File: src/rtl/text_row_sequencer.sv
// -----------------------------------------------------------------------------
// text_row_sequencer
//
// Walks NUM_CHARS consecutive glyphs of an 8x16 glyph ROM at one glyph row.
// For each glyph it fetches the row byte and then sends the byte out MSB first
// as a pixel stream with a valid/ready handshake. The stream feeds the VGA
// pixel mux.
//
// Parameters:
//   NUM_CHARS  glyphs per banner line (1..128)
//   CHAR_BASE  glyph index of the first character (CHAR_BASE+NUM_CHARS <= 128)
//
// Optional feature (compile-time macro TEXT_SEQ_DOUBLE_WIDTH_EN):
//   defined   - each ROM bit is sent on 2 consecutive handshakes (16 px/char)
//   undefined - each ROM bit is sent once (8 px/char)
//
// Ports:
//   clk        in   system clock, rising edge
//   rst_n      in   asynchronous active-low reset
//   start      in   begin one line (sampled in IDLE/DONE only)
//   row        in   glyph row 0..15, latched on an accepted start
//   busy       out  line in progress (FETCH/LOAD/SHIFT)
//   done       out  one-cycle pulse when the line completes
//   rom_addr   out  {glyph[6:0], row[3:0]} to the glyph ROM
//   rom_data   in   ROM row byte, valid the cycle after rom_addr
//   pix_valid  out  pix_data is valid
//   pix_ready  in   downstream accepts the pixel when pix_valid & pix_ready
//   pix_data   out  current pixel, 1 = foreground
//   pix_last   out  final pixel of the line
// -----------------------------------------------------------------------------
module text_row_sequencer #(
  parameter int NUM_CHARS = 9,
  parameter int CHAR_BASE = 0
) (
  input  logic        clk,
  input  logic        rst_n,
  input  logic        start,
  input  logic [3:0]  row,
  output logic        busy,
  output logic        done,
  output logic [10:0] rom_addr,
  input  logic [7:0]  rom_data,
  output logic        pix_valid,
  input  logic        pix_ready,
  output logic        pix_data,
  output logic        pix_last
);

  // A bad glyph range would silently wrap the 7-bit glyph index, so it is
  // rejected when the design is elaborated.
  if (NUM_CHARS < 1 || NUM_CHARS > 128 || CHAR_BASE < 0 ||
      CHAR_BASE + NUM_CHARS > 128) begin : g_bad_cfg
    $error("text_row_sequencer: illegal NUM_CHARS/CHAR_BASE combination");
  end

`ifdef TEXT_SEQ_DOUBLE_WIDTH_EN
  localparam int BIT_CNT_W = 4;
`else
  localparam int BIT_CNT_W = 3;
`endif

  localparam logic [BIT_CNT_W-1:0] LAST_BIT  = '1;
  localparam logic [6:0]           LAST_CHAR = 7'(NUM_CHARS - 1);
  localparam logic [6:0]           BASE_IDX  = 7'(CHAR_BASE);

  typedef enum logic [2:0] {
    S_IDLE,
    S_FETCH,
    S_LOAD,
    S_SHIFT,
    S_DONE
  } state_t;

  state_t                state_q, state_d;
  logic [6:0]            char_idx;
  logic [BIT_CNT_W-1:0]  bit_cnt;
  logic [7:0]            shreg;
  logic [3:0]            row_q;

  logic start_ok;   // start accepted this cycle
  logic handshake;  // pixel transferred this cycle
  logic shift_en;   // move to the next ROM bit on this handshake
  logic last_bit;   // current pixel is the final one of its character

  assign handshake = pix_valid & pix_ready;
  assign last_bit  = (bit_cnt == LAST_BIT);

`ifdef TEXT_SEQ_DOUBLE_WIDTH_EN
  // Every ROM bit is shown twice, so the register shifts on odd counts only.
  assign shift_en = bit_cnt[0];
`else
  assign shift_en = 1'b1;
`endif

  // NOTE: State registers use non-blocking assignments. Every flop then
  // samples the values from before the edge, whatever the order of the
  // statements.
  always_ff @(posedge clk or negedge rst_n) begin
    if (!rst_n) begin
      state_q <= S_IDLE;
    end else begin
      state_q <= state_d;
    end
  end

  // NOTE: Every output of this block gets a default before the case. This
  // way no path leaves a signal unassigned, and no latch is inferred.
  always_comb begin
    state_d   = state_q;
    busy      = 1'b0;
    done      = 1'b0;
    pix_valid = 1'b0;
    start_ok  = 1'b0;

    case (state_q)
      S_IDLE: begin
        if (start) begin
          start_ok = 1'b1;
          state_d  = S_FETCH;
        end
      end
      S_FETCH: begin
        busy    = 1'b1;
        state_d = S_LOAD;
      end
      S_LOAD: begin
        busy    = 1'b1;
        state_d = S_SHIFT;
      end
      S_SHIFT: begin
        busy      = 1'b1;
        pix_valid = 1'b1;
        if (pix_ready && last_bit) begin
          state_d = (char_idx == LAST_CHAR) ? S_DONE : S_FETCH;
        end
      end
      S_DONE: begin
        done = 1'b1;
        // A start in DONE runs the next line back to back, with no IDLE cycle.
        if (start) begin
          start_ok = 1'b1;
          state_d  = S_FETCH;
        end else begin
          state_d = S_IDLE;
        end
      end
      default: state_d = S_IDLE;
    endcase

    pix_data = pix_valid & shreg[7];
    pix_last = pix_valid & (char_idx == LAST_CHAR) & last_bit;
  end

  // Datapath. rom_addr is a register of its own. It reads 0 out of reset for
  // any CHAR_BASE, and it stays stable from FETCH through LOAD.
  always_ff @(posedge clk or negedge rst_n) begin
    if (!rst_n) begin
      char_idx <= '0;
      bit_cnt  <= '0;
      shreg    <= '0;
      row_q    <= '0;
      rom_addr <= '0;
    end else begin
      if (start_ok) begin
        row_q    <= row;
        char_idx <= '0;
        rom_addr <= {BASE_IDX, row};
      end

      if (state_q == S_LOAD) begin
        shreg   <= rom_data;
        bit_cnt <= '0;
      end

      // While the pixel is stalled (valid without ready), everything holds.
      if (handshake) begin
        bit_cnt <= bit_cnt + 1'b1;
        if (shift_en) begin
          shreg <= {shreg[6:0], 1'b0};
        end
        if (last_bit && char_idx != LAST_CHAR) begin
          char_idx <= char_idx + 7'd1;
          rom_addr <= {7'(BASE_IDX + char_idx + 7'd1), row_q};
        end
      end
    end
  end

endmodule

File: config.mk
export PLATFORM = sky130hd
export DESIGN_NAME = text_row_sequencer
export DESIGN_NICKNAME = d
export VERILOG_FILES = /design/src/rtl/text_row_sequencer.sv
export SDC_FILE = /design/constraint.sdc
export NUM_CORES = 1
export LEC_CHECK = 0
export ABC_AREA = 1
export CORE_ASPECT_RATIO = 0.6
export CORE_MARGIN = 5
export CORE_UTILIZATION = 30
export DETAILED_ROUTE_END_ITERATION = 12
export PLACE_DENSITY = 0.6
export RECOVER_POWER = 25
export SETUP_SLACK_MARGIN = 0.02
export SLEW_MARGIN = 15
export SYNTH_ARGS = -nofsm -noshare
export SYNTH_HDL_FRONTEND = slang
export SYNTH_SLANG_ARGS = --single-unit
File: constraint.sdc
create_clock -name clk -period 2.28 [get_ports clk]
set_input_delay 0.342 -clock clk [delete_from_list [all_inputs] [get_ports clk]]
set_output_delay 0.342 -clock clk [all_outputs]
set_load 0.005 [all_outputs]
Yosys cells after proc, flatten, opt, wreduce, memory -nomap -nowiden
Cells that the tools add are included.

Memory bits (writable): 0. Logic and storage cells: 48. Bits of input ports: 16. Memories: 0. Memory bits (read-only): 0. Bits in latches: 0. Register bits: 36.

Mux-type cells: 20. Order comparisons: 0. Multiply operators: 0. Bitwise gates (word level): 4. Shifts and indexed selects: 0. Add/subtract/negate cells: 2. Equality and inequality tests: 9. Reductions and logical operators: 7. Divide/modulo/power cells: 0.

Operators with widths (count): $mux W11 (3); $mux W7 (3); $mux W8 (2); $mux W3 (5); $pmux W3 S5 (1); $add A7 B1 Y7 const B (1); $eq A7 B4 Y1 const B (1); $ne A7 B4 Y1 const B (1); $eq A3 B2 Y1 const B (2); $eq A3 B3 Y1 const B (2); $mux W1 (6); $and A1 B1 Y1 (4); $ne A2 B2 Y1 const B (2); $add A3 B1 Y3 const B (1); $eq A3 B1 Y1 const B (1); $logic_not A3 Y1 (1); $reduce_or A3 Y1 (1); $logic_and A1 B1 Y1 (2); $reduce_and A2 Y1 (1); $reduce_bool A2 Y1 (1); $reduce_or A2 Y1 (1).

Longest topological paths before layout
Word-level depth: 6. Gate-level depth with buffers: 9.

Worst setup path before layout
No wires, ideal clock.

Kind: reg-to-reg. Start: register bit_cnt[0]. End: register state_q[2]. Cell stages (with the launch flop): 8. Period minus slack after synthesis: 1423 ps. Data arrival time: 1305 ps. Setup slack: 857 ps. Cell sequence: dfrtp_1 > ha_1 > ha_1 > nand2_1 > inv_1 > nor2_1 > a21oi_1 > nor2b_1.

Cells in the longest elaborated chain, start to end: 4.

RTL lines: from (decl) (line 76) `logic [BIT_CNT_W-1:0] bit_cnt;`; from (signal assigned) (line 177) `bit_cnt <= bit_cnt + 1'b1;`; $eq A3 B3 Y1 (line 86) `assign last_bit = (bit_cnt == LAST_BIT);`; $logic_and A1 B1 Y1 (line 133) `if (pix_ready && last_bit) begin`; $ne A2 B2 Y1 (no line); $reduce_and A2 Y1 (no line); to (signal assigned) (line 102) `state_q <= state_d;`; to (decl) (line 74) `state_t state_q, state_d;`.

No other way between the ends. A chain may end at the register's enable or synchronous reset.

Worst setup path in the final report
Start: register state_q[0]. End: output port busy.

Cells in the longest elaborated chain, start to end: 3. Elaborated cells between the ends (all ways): 5. Those cells by class: eq/ne: 3; mux: 1; reduce/logical: 1.

RTL lines: $eq A3 B2 Y1 / $eq A3 B1 Y1 (equally long branches) (line 115) `case (state_q)`; $reduce_or A3 Y1 (no line) (*); $mux W1 (*) (line 115); to (decl) (line 39) `output logic busy,`.

Every way passes the cells marked *; elsewhere a longest branch is shown, timed or not.

==> results.json <==
{
  "status": "finished clean",
  "multiInputGateArea_sq_um": 749,
  "leakage_nw": 1.26,
  "nets": 289,
  "hold_class": "reg -> reg",
  "syn_avg_cell_area_sq_um": 8.05,
  "die_width_um": 110,
  "power.density_mw_per_mm2": 956,
  "hold_viol": 0,
  "start_kind": "flip-flop",
  "drtPass1Iterations": 5,
  "cp_slowest_stage_delay_ns": 0.52,
  "clock_latency_ns": 0.28,
  "diodes": 0,
  "yosys_warnings": 0,
  "stdcell_count": 349,
  "drive_gt1_frac": 0.123,
  "clock.fmax_mhz": 498,
  "core-area_sq_mm": 0.00568,
  "cts_num_sinks": 36,
  "critPathArrivalTime_ns": 1.66,
  "fin_setup_tns_ns": 0,
  "port_buffers": 31,
  "reg2reg_depth": 10,
  "rows": 21,
  "antenna_found_initial": 0,
  "grt_use_total": 0.117,
  "grt_pass1_wl_um": 7180,
  "gr-total-overflow": 0,
  "drcViolationCount": 0,
  "first_global_vias": 1549,
  "avgViaCountPerCell": 4.47,
  "ys_types": 21,
  "setup_violations": 0,
  "cts_max_path_buffers": 2,
  "drtIter0Drc": 91,
  "grt_start_max_net_pins": 37,
  "syn_to_final_growth_pct": 31.4,
  "period_share": 0.880,
  "finalWeightedCongestion": 0.759,
  "netlist_top_cells_area": "dfrtp_1 50%, nand2_1 18%, nand3_1 7.2%, inv_1 5.6%, ha_1 2.8%",
  "seqCellArea_sq_um": 901,
  "syn_inst": 223,
  "worst_pin_slew_ns": 0.896,
  "synth_edf_count": 0,
  "finalClockSkew_ns": 0.00289,
  "synth_top_area_frac": 0.502,
  "rsz0062_at_grt": "no",
  "slew_violations": 0,
  "yosysSeqAreaShare": 0.502,
  "clk_pin_slew_ns": 0.07,
  "syn_area_sq_mm": 0.00180,
  "endpoint_kind": "output pin",
  "routed_wl_um": 4100,
  "cts_made_buffers": 5,
  "dpl.hpwl_um": 3060,
  "syn-num-nets": 243,
  "vias": 1559,
  "fill_cells": 602,
  "synth_seq_cells": 36,
  "clock-root-buffer": "clkbuf_8",
  "hold_slack_ns": 0.474,
  "initial_utilization": 0.316,
  "slew_headroom": 0.403,
  "crit_slowest_cell": "clkdlybuf4s50_1",
  "min_period_ns": 2.01,
  "dominantRegCellSynth": "dfrtp_1",
  "required_ns": 1.94,
  "ir_drop_uv": 334,
  "critPathKind": "reg -> out",
  "drtAntennaViolNets": 0,
  "ios": 32,
  "dp.cells": 335,
  "maxCapViolations": 0,
  "die_h_um": 69.9,
  "synth_top_area_cell": "dfrtp_1",
  "die-area_sq_mm": 0.00768,
  "cp_max_fo": 7,
  "cts.htree.levels": 2,
  "synthArstFlopShare": 1.00,
  "crit_chain": "nor2_2, buf_4, nor2_1, clkdlybuf4s50_1",
  "wire_per_inst_um": 11.8,
  "cts_tree": "yes",
  "holdPathStages": 2
}
flip-flops by register name, summed over array words and instances, names as in the netlist:
| signal | count |
|---|---|
| row_q | 4 |
| shreg | 8 |
| bit_cnt | 3 |
| rom_addr | 11 |
| state_q | 3 |
| char_idx | 7 |
critical path, delay by kind of cell (launching register included):
family | cells | cell delay [ns]
flip-flops | 1 | 0.47
AND/OR/NAND/NOR | 2 | 0.22
buffers and inverters | 2 | 0.69
cells in the final DEF, fill, tap and decap left out, types with 3 or more instances in the layout:
cell / n
dfrtp_1: 36
ha_1: 4
nand4_1: 6
nand3_2: 3
clkbuf_8: 7
nand3_1: 26
clkdlybuf4s50_1: 29
inv_1: 26
nand2_1: 85
nor2_1: 11
nor2_2: 4
buf_4: 11
o21ai_0: 5
cell type report:
| class | count | area share |
|---|---|---|
| Inverter | 29 | 0.0472 |
| Clock buffer | 7 | 0.0408 |
| Timing Repair Buffer | 43 | 0.170 |
| Tap cell | 80 | 0.0424 |
| Sequential cell | 36 | 0.382 |
| Multi-Input combinational cell | 154 | 0.318 |
synthesized netlist by cell type, types with 3 or more instances:
cell,n
o21ai_0,5
buf_6,3
nand3_1,26
inv_1,27
nand4_1,6
nor2_1,12
nand2_1,85
nor2_2,3
ha_1,4
nand3_2,3
dfrtp_1,36
power by group:
part           internal [mW]  switching (mW)
clock                  0.269           0.210
combinational          0.383           0.458
sequential             0.824           0.112
logic make-up (layout without fill, tap and decap cells):
family	count (synthesis)	in the layout	share of synthesized area
XOR/XNOR	3	3	0.0146
buffers and inverters	33	79	0.0822
adder cells (fa/ha/maj)	4	4	0.0279
AND/OR/NAND/NOR	140	140	0.353
AO/OA/AOI/OAI	7	7	0.0209
flip-flops	36	36	0.502
metrics by stage:
step	total power [mW]	util	setup WS [ns]	instance area, sq um
after detailed placement	1.75	0.388	0.349	2200
after global placement	1.72	0.388	0.365	2200
final	2.26	0.416	0.273	2360
after global routing	2.47	0.416	0.141	2360
after CTS	2.24	0.405	0.0274	2300
after floorplan	1.45	-	0.857	1800
repair_timing:
item | CTS | global route
hold buffers | 0 | 0
buffers inserted | 0 | 7
endpoints found under the setup margin | 0 | 1
resized for setup | 0 | 4
metal layers:
layer | track usage | vias to the layer above | wire length [um]
met5 | 0 | - | 0
met4 | 0.0415 | 0 | 44
met3 | 0.0276 | 7 | 248
met2 | 0.169 | 35 | 1750
met1 | 0.169 | 731 | 2060
li1 | - | 786 | -
final timing paths:
check / from / slack [ns] / endpoint
setup / recovery: state_q[0] / 0.27 / busy
hold / removal: shreg[0] / 0.47 / shreg[0]
setup reg to reg: char_idx[0] / 0.74 / rom_addr[2]
hold reg to reg: shreg[0] / 0.47 / shreg[0]
max in group asynchronous: rst_n / 1.02 / bit_cnt[0]
min in group asynchronous: rst_n / 0.71 / rom_addr[9]
Power figures use the tool's default switching activity.
